### src/rtl/life_pkg.sv
// Shared types and constants for the life arena sequencer: FSM state encoding,
// seed stepping constant and generation counter width.
package life_pkg;

    typedef enum logic [2:0] {
        ST_BOOT      = 3'd0,
        ST_SEED_REQ  = 3'd1,
        ST_SEED_WAIT = 3'd2,
        ST_IDLE      = 3'd3,
        ST_GEN_START = 3'd4,
        ST_GEN_WAIT  = 3'd5
    } state_e;

    localparam int unsigned GEN_W     = 16;
    localparam logic [31:0] SEED_STEP = 32'h9E37_79B9;

    // An all-zero seed would stall the seeder's LFSR, so a wrap falls back to the init seed.
    function automatic logic [31:0] next_seed(input logic [31:0] cur, input logic [31:0] init);
        logic [31:0] sum;
        sum = cur + SEED_STEP;
        return (sum == '0) ? init : sum;
    endfunction

endpackage

### src/rtl/life_sequencer_gen_timer.sv
// Pacing counter for life_sequencer: counts while run is high, saturates at
// TICKS_PER_GEN-1 and flags expiry there; clear has priority.
module gen_timer #(
    parameter int unsigned TICKS_PER_GEN = 1_000_000
) (
    input  logic clk,
    input  logic reset,
    input  logic run,
    input  logic clear,
    output logic expired
);

    localparam int unsigned      CNT_W = $clog2(TICKS_PER_GEN);
    localparam logic [CNT_W-1:0] LAST  = CNT_W'(TICKS_PER_GEN - 1);

    logic [CNT_W-1:0] count_q, count_d;

    always_comb begin
        count_d = count_q;
        if (clear) begin
            count_d = '0;
        end else if (run && (count_q != LAST)) begin
            count_d = count_q + CNT_W'(1);
        end
    end

    always_ff @(posedge clk) begin
        if (reset) begin
            count_q <= '0;
        end else begin
            count_q <= count_d;
        end
    end

    assign expired = (count_q == LAST);

endmodule

### src/rtl/life_sequencer.sv
// Sequences the seeder and generation engine: seeds after reset/reseed, then
// launches generations per timer period or step. Optional: LIFE_SEQ_AUTO_RESEED_EN.
module life_sequencer
    import life_pkg::*;
#(
    parameter int unsigned TICKS_PER_GEN    = 1_000_000,
    parameter logic [31:0] SEED_INIT        = 32'hACE1_2345,
    parameter int unsigned AUTO_RESEED_GENS = 1000
) (
    input  logic        clk,
    input  logic        reset,
    input  logic        run,
    input  logic        step,
    input  logic        reseed,
    output logic        seeder_start,
    input  logic        seeder_ready,
    output logic [31:0] seed,
    output logic        gen_start,
    input  logic        gen_done,
    output logic [15:0] generation,
    output logic        busy
);

    state_e             state_q, state_d;
    logic [31:0]        seed_q, seed_d;
    logic [GEN_W-1:0]   gen_q, gen_d, gen_inc;
    logic               seeder_start_q, seeder_start_d;
    logic               gen_start_q, gen_start_d;
    logic               reseed_pend_q, reseed_pend_d;
    logic               step_pend_q, step_pend_d;
    logic               reseed_clr, step_clr;
    logic               timer_clear, timer_expired;
    logic               auto_hit;

    gen_timer #(
        .TICKS_PER_GEN(TICKS_PER_GEN)
    ) u_timer (
        .clk    (clk),
        .reset  (reset),
        .run    (run),
        .clear  (timer_clear),
        .expired(timer_expired)
    );

    assign gen_inc = (gen_q == '1) ? gen_q : gen_q + GEN_W'(1);

`ifdef LIFE_SEQ_AUTO_RESEED_EN
    assign auto_hit = (state_q == ST_GEN_WAIT) && gen_done
                      && (gen_inc == GEN_W'(AUTO_RESEED_GENS));
`else
    assign auto_hit = 1'b0;
`endif

    always_comb begin
        state_d        = state_q;
        seed_d         = seed_q;
        gen_d          = gen_q;
        seeder_start_d = 1'b0;
        gen_start_d    = 1'b0;
        timer_clear    = 1'b0;
        reseed_clr     = 1'b0;
        step_clr       = 1'b0;

        unique case (state_q)
            ST_BOOT: state_d = ST_SEED_REQ;
            ST_SEED_REQ: begin
                if (seeder_ready) begin
                    seeder_start_d = 1'b1;
                    state_d        = ST_SEED_WAIT;
                end
            end
            ST_SEED_WAIT: begin
                // seeder_start_q is high exactly in the first SEED_WAIT cycle, while ready is still stale.
                if (!seeder_start_q && seeder_ready) begin
                    gen_d      = '0;
                    reseed_clr = 1'b1;
                    state_d    = ST_IDLE;
                end
            end
            ST_IDLE: begin
                if (reseed_pend_q) begin
                    seed_d  = next_seed(seed_q, SEED_INIT);
                    state_d = ST_SEED_REQ;
                end else if (step_pend_q || (run && timer_expired)) begin
                    gen_start_d = 1'b1;
                    timer_clear = 1'b1;
                    state_d     = ST_GEN_START;
                end
            end
            ST_GEN_START: begin
                step_clr = 1'b1;
                state_d  = ST_GEN_WAIT;
            end
            ST_GEN_WAIT: begin
                if (gen_done) begin
                    gen_d   = gen_inc;
                    state_d = ST_IDLE;
                end
            end
            default: state_d = ST_BOOT;
        endcase

        reseed_pend_d = (reseed_pend_q & ~reseed_clr) | reseed | auto_hit;
        step_pend_d   = (step_pend_q & ~step_clr) | (step & ~run);
    end

    always_ff @(posedge clk) begin
        if (reset) begin
            state_q        <= ST_BOOT;
            seed_q         <= SEED_INIT;
            gen_q          <= '0;
            seeder_start_q <= 1'b0;
            gen_start_q    <= 1'b0;
            reseed_pend_q  <= 1'b0;
            step_pend_q    <= 1'b0;
        end else begin
            state_q        <= state_d;
            seed_q         <= seed_d;
            gen_q          <= gen_d;
            seeder_start_q <= seeder_start_d;
            gen_start_q    <= gen_start_d;
            reseed_pend_q  <= reseed_pend_d;
            step_pend_q    <= step_pend_d;
        end
    end

    assign seeder_start = seeder_start_q;
    assign gen_start    = gen_start_q;
    assign seed         = seed_q;
    assign generation   = gen_q;
    assign busy         = (state_q != ST_IDLE);

endmodule

### config.mk
export PLATFORM = sky130hd
export DESIGN_NAME = life_sequencer
export DESIGN_NICKNAME = d
export VERILOG_FILES = /design/src/rtl/life_pkg.sv /design/src/rtl/life_sequencer_gen_timer.sv /design/src/rtl/life_sequencer.sv
export SDC_FILE = /design/constraint.sdc
export NUM_CORES = 1
export LEC_CHECK = 0
export ABC_AREA = 1
export BUFFER_PORTS_ARGS = -buffer_cell sky130_fd_sc_hd__buf_4
export CORE_ASPECT_RATIO = 1.25
export CORE_UTILIZATION = 35
export CTS_BUF_LIST = sky130_fd_sc_hd__clkbuf_4 sky130_fd_sc_hd__clkbuf_8
export CTS_CLUSTER_SIZE = 28
export DETAILED_ROUTE_END_ITERATION = 7
export GPL_TIMING_DRIVEN = 1
export SETUP_SLACK_MARGIN = 0.15
export SYNTH_ARGS = -nofsm -noshare
export SYNTH_HDL_FRONTEND = slang
export SYNTH_SLANG_ARGS = --single-unit
### constraint.sdc
create_clock -name clk -period 2.1 [get_ports clk]
set_input_delay 0.315 -clock clk [delete_from_list [all_inputs] [get_ports clk]]
set_output_delay 0.315 -clock clk [all_outputs]
set_load 0.03 [all_outputs]
==> flow_summary.ini <==
[sta]
maxSlewViolCount = 0
hold_viol = 0
finalWorstSetupSlack_ns = 0.0178
rsz0062_at_grt = yes
worstMarginPinSlew_ns = 0.521
fmax_ghz = 0.480
period_needed_ns = 2.08
clock_skew_ns = 0.0167
post-route-period-util_pct = 99.2
setup_viol = 0
max_slew_margin_pct = 65.3

[logic_synthesis]
synth_cell_type_count = 38
synthMuxAreaShare_pct = 0
ys_warn_count = 0
synth-seq-cells = 75
synth_compound_area_share_pct = 9.44
synthArstFlopShare_pct = 0
netlist_area_um2 = 5000
synth-edff-count = 0
ys_seq_area_share_pct = 30.1
synthAdderAreaFrac_pct = 0.751
synthXorXnorAreaFrac_pct = 2.45
synth-simple-area-share_pct = 47.6
syn_inst = 860
synth.avg_cell_area_um2 = 5.81
ys.flop_type = dfxtp_1
synth_top_family_by_area = simple AND/OR/NAND/NOR gates
synth_nets = 870

[global_routing]
antenna_found_initial = 0
grt_pass1_wl_mm = 25.6
track_usage_pct = 22.4
grt_overflow = 0
grt_pass1_vias = 5506
grt_max_degree = 34

[die]
ios = 58
start_util_pct = 36.0
rows = 48
die_area_um2 = 14800
die_width_um = 109
dieHeight_um = 136
coreArea_um2 = 13900

[flow_run]
cap_violations = 0

[cells_and_area]
fin_nets = 1018
diodes = 0
multi_input_area_um2 = 3420
mostFrequentLayoutCells = nand2_1 (262), buf_4 (144), inv_1 (93), nor2_1 (82), nand3_1 (62)
mostFrequentLayoutCell = nand2_1
utilization_pct = 50.5
seqCellArea_um2 = 1550
area_growth_pct = 40.1
fillers = 1443
stdcell_area_um2 = 7000
final_layout_size_suffix_gt1_share_pct = 30.9

[clock_network]
clock_sinks = 75
clk_latency_ns = 0.38
cts_buffers = 9
hold_buffers = 0
cts_tree = built
clk_pin_slew_ns = 0.09
clock-root-buffer = clkbuf_8
clockBufferDepth = 2
cts.htree.levels = 3

[placement]
dp_worst_setup_slack_ns = -0.0233
hpwlAfterDp_mm = 12.0
placed_area_um2 = 6210
io_buffers = 57
place_congestion = 1.02

[routing]
ant_nets = 0
routedWlPerCell_um = 13.4
drc_errors = 0
first_pass_iters = 5
initialDrtViolationCount = 209
vias = 5837
viasPerCell = 4.91
wirelength_mm = 16.0

[outcome]
outcome = finished, final reports clean

[worst_setup_path]
worstPathRequired_ns = 2.40
start_kind = flip-flop
end_kind = flip-flop
crit_type = reg -> reg
worstSetupStartpoint = seed[1]$_SDFFE_PP0P_
r2r_start = seed[1]$_SDFFE_PP0P_
cp_max_fo = 7
worstPathArrival_ns = 2.38

[min_path]
hp-start = step
hold_class = in -> reg

[power_and_ir_drop]
worst_ir_drop_vdd_uv = 532
p_per_area_nw_per_um2 = 682
p_leak_nw = 3.08
[final timing paths]
| kind | endpoint | slack [ns] | cells after the start |
|---|---|---|---|
| min reg2reg | generation[4]$_SDFFE_PP0P_ | 0.48 | 2 |
| max | seed[2]$_SDFFE_PP1P_ | 0.02 | 15 |
| min | step_pend_q$_SDFF_PP0_ | 0.18 | 3 |
| max reg2reg | seed[2]$_SDFFE_PP1P_ | 0.02 | 15 |
[final cells by class]
| cell class | instances | area share (%) |
|---|---|---|
| Timing Repair inverter | 1 | 0.107 |
| Clock inverter | 4 | 0.679 |
| Timing Repair Buffer | 152 | 17.0 |
| Inverter | 108 | 5.79 |
| Sequential cell | 75 | 22.1 |
| Clock buffer | 12 | 2.36 |
| Multi-Input combinational cell | 661 | 48.8 |
| Tap cell | 175 | 3.13 |
[metrics by stage]
| step | power, mW | setup TNS [ns] | instances | hold WS [ns] |
|---|---|---|---|---|
| 2_1_floorplan | 2.66 | 0 | 860 | 0.417 |
| 3_3_place_gp | 3.28 | -0.270 | 1157 | 0.453 |
| 3_5_place_dp | 3.26 | -0.171 | 1157 | 0.458 |
| 4_1_cts | 4.67 | 0 | 1183 | 0.161 |
| 5_1_grt | 5.07 | -0.643 | 1188 | 0.181 |
| 6_report | 4.77 | 0 | 1188 | 0.180 |
[sequential cells by signal (all words and copies together), names as in the netlist]
signal           count
seed                32
u_timer.count_q     20
generation          16
state_q              3
gen_start            1
reseed_pend_q        1
seeder_start         1
step_pend_q          1
[routing by layer]
layer / up-vias / global-route usage, % / share of wire, %
met1: 2602 / 25.8 / 43
met3: 47 / 3.66 / 5.1
met4: 0 / 13.9 / 4.5
met2: 157 / 38.1 / 48
li1: 3031 / - / -
met5: - / 0 / 0
[cell families after synthesis]
logic type      Yosys count
buf+inv                 124
compound gates           91
fa+ha+maj                 3
simple gates            553
xor+xnor                 14
flops                    75
[Yosys cell counts, drive strengths merged (7+ instances only)]
cell type | number | area share [%]
nand3 | 80 | 8.2
xor2 | 8 | 1.4
buf | 7 | 0.93
nand4 | 10 | 1.3
a21oi | 59 | 5.9
clkbuf | 9 | 0.68
nor3 | 13 | 1.4
o21ai | 27 | 2.8
dfxtp | 75 | 30
nand2 | 301 | 23
nor2 | 120 | 9.9
inv | 107 | 8.0
nor4 | 9 | 1.1
[critical path: stages, from the launching register on]
cell,delay (ns)
dfxtp_2,0.39
buf_6,0.11
nand3_4,0.08
nor2_2,0.11
nand2_2,0.08
nand2_4,0.11
nand4_1,0.19
nand2_1,0.11
nand2_1,0.06
nand2_2,0.10
inv_2,0.06
nor2_1,0.09
nand2_1,0.07
nor2_2,0.17
nand3_4,0.16
nand3_1,0.10
[timing repair]
| item | in CTS | in global routing |
|---|---|---|
| resized for setup | 107 | 42 |
| pin swaps | 20 | 11 |
| setup endpoints to repair | 18 | 49 |
| gates cloned | 0 | 1 |
| buffers inserted | 10 | 4 |
[where the power goes]
| group | total, mW | internal (mW) | switching [mW] |
|---|---|---|---|
| combinational | 1.87 | 0.753 | 1.12 |
| clock | 1.24 | 0.643 | 0.593 |
| sequential | 1.66 | 1.54 | 0.119 |
Power figures use the tool's default switching activity.
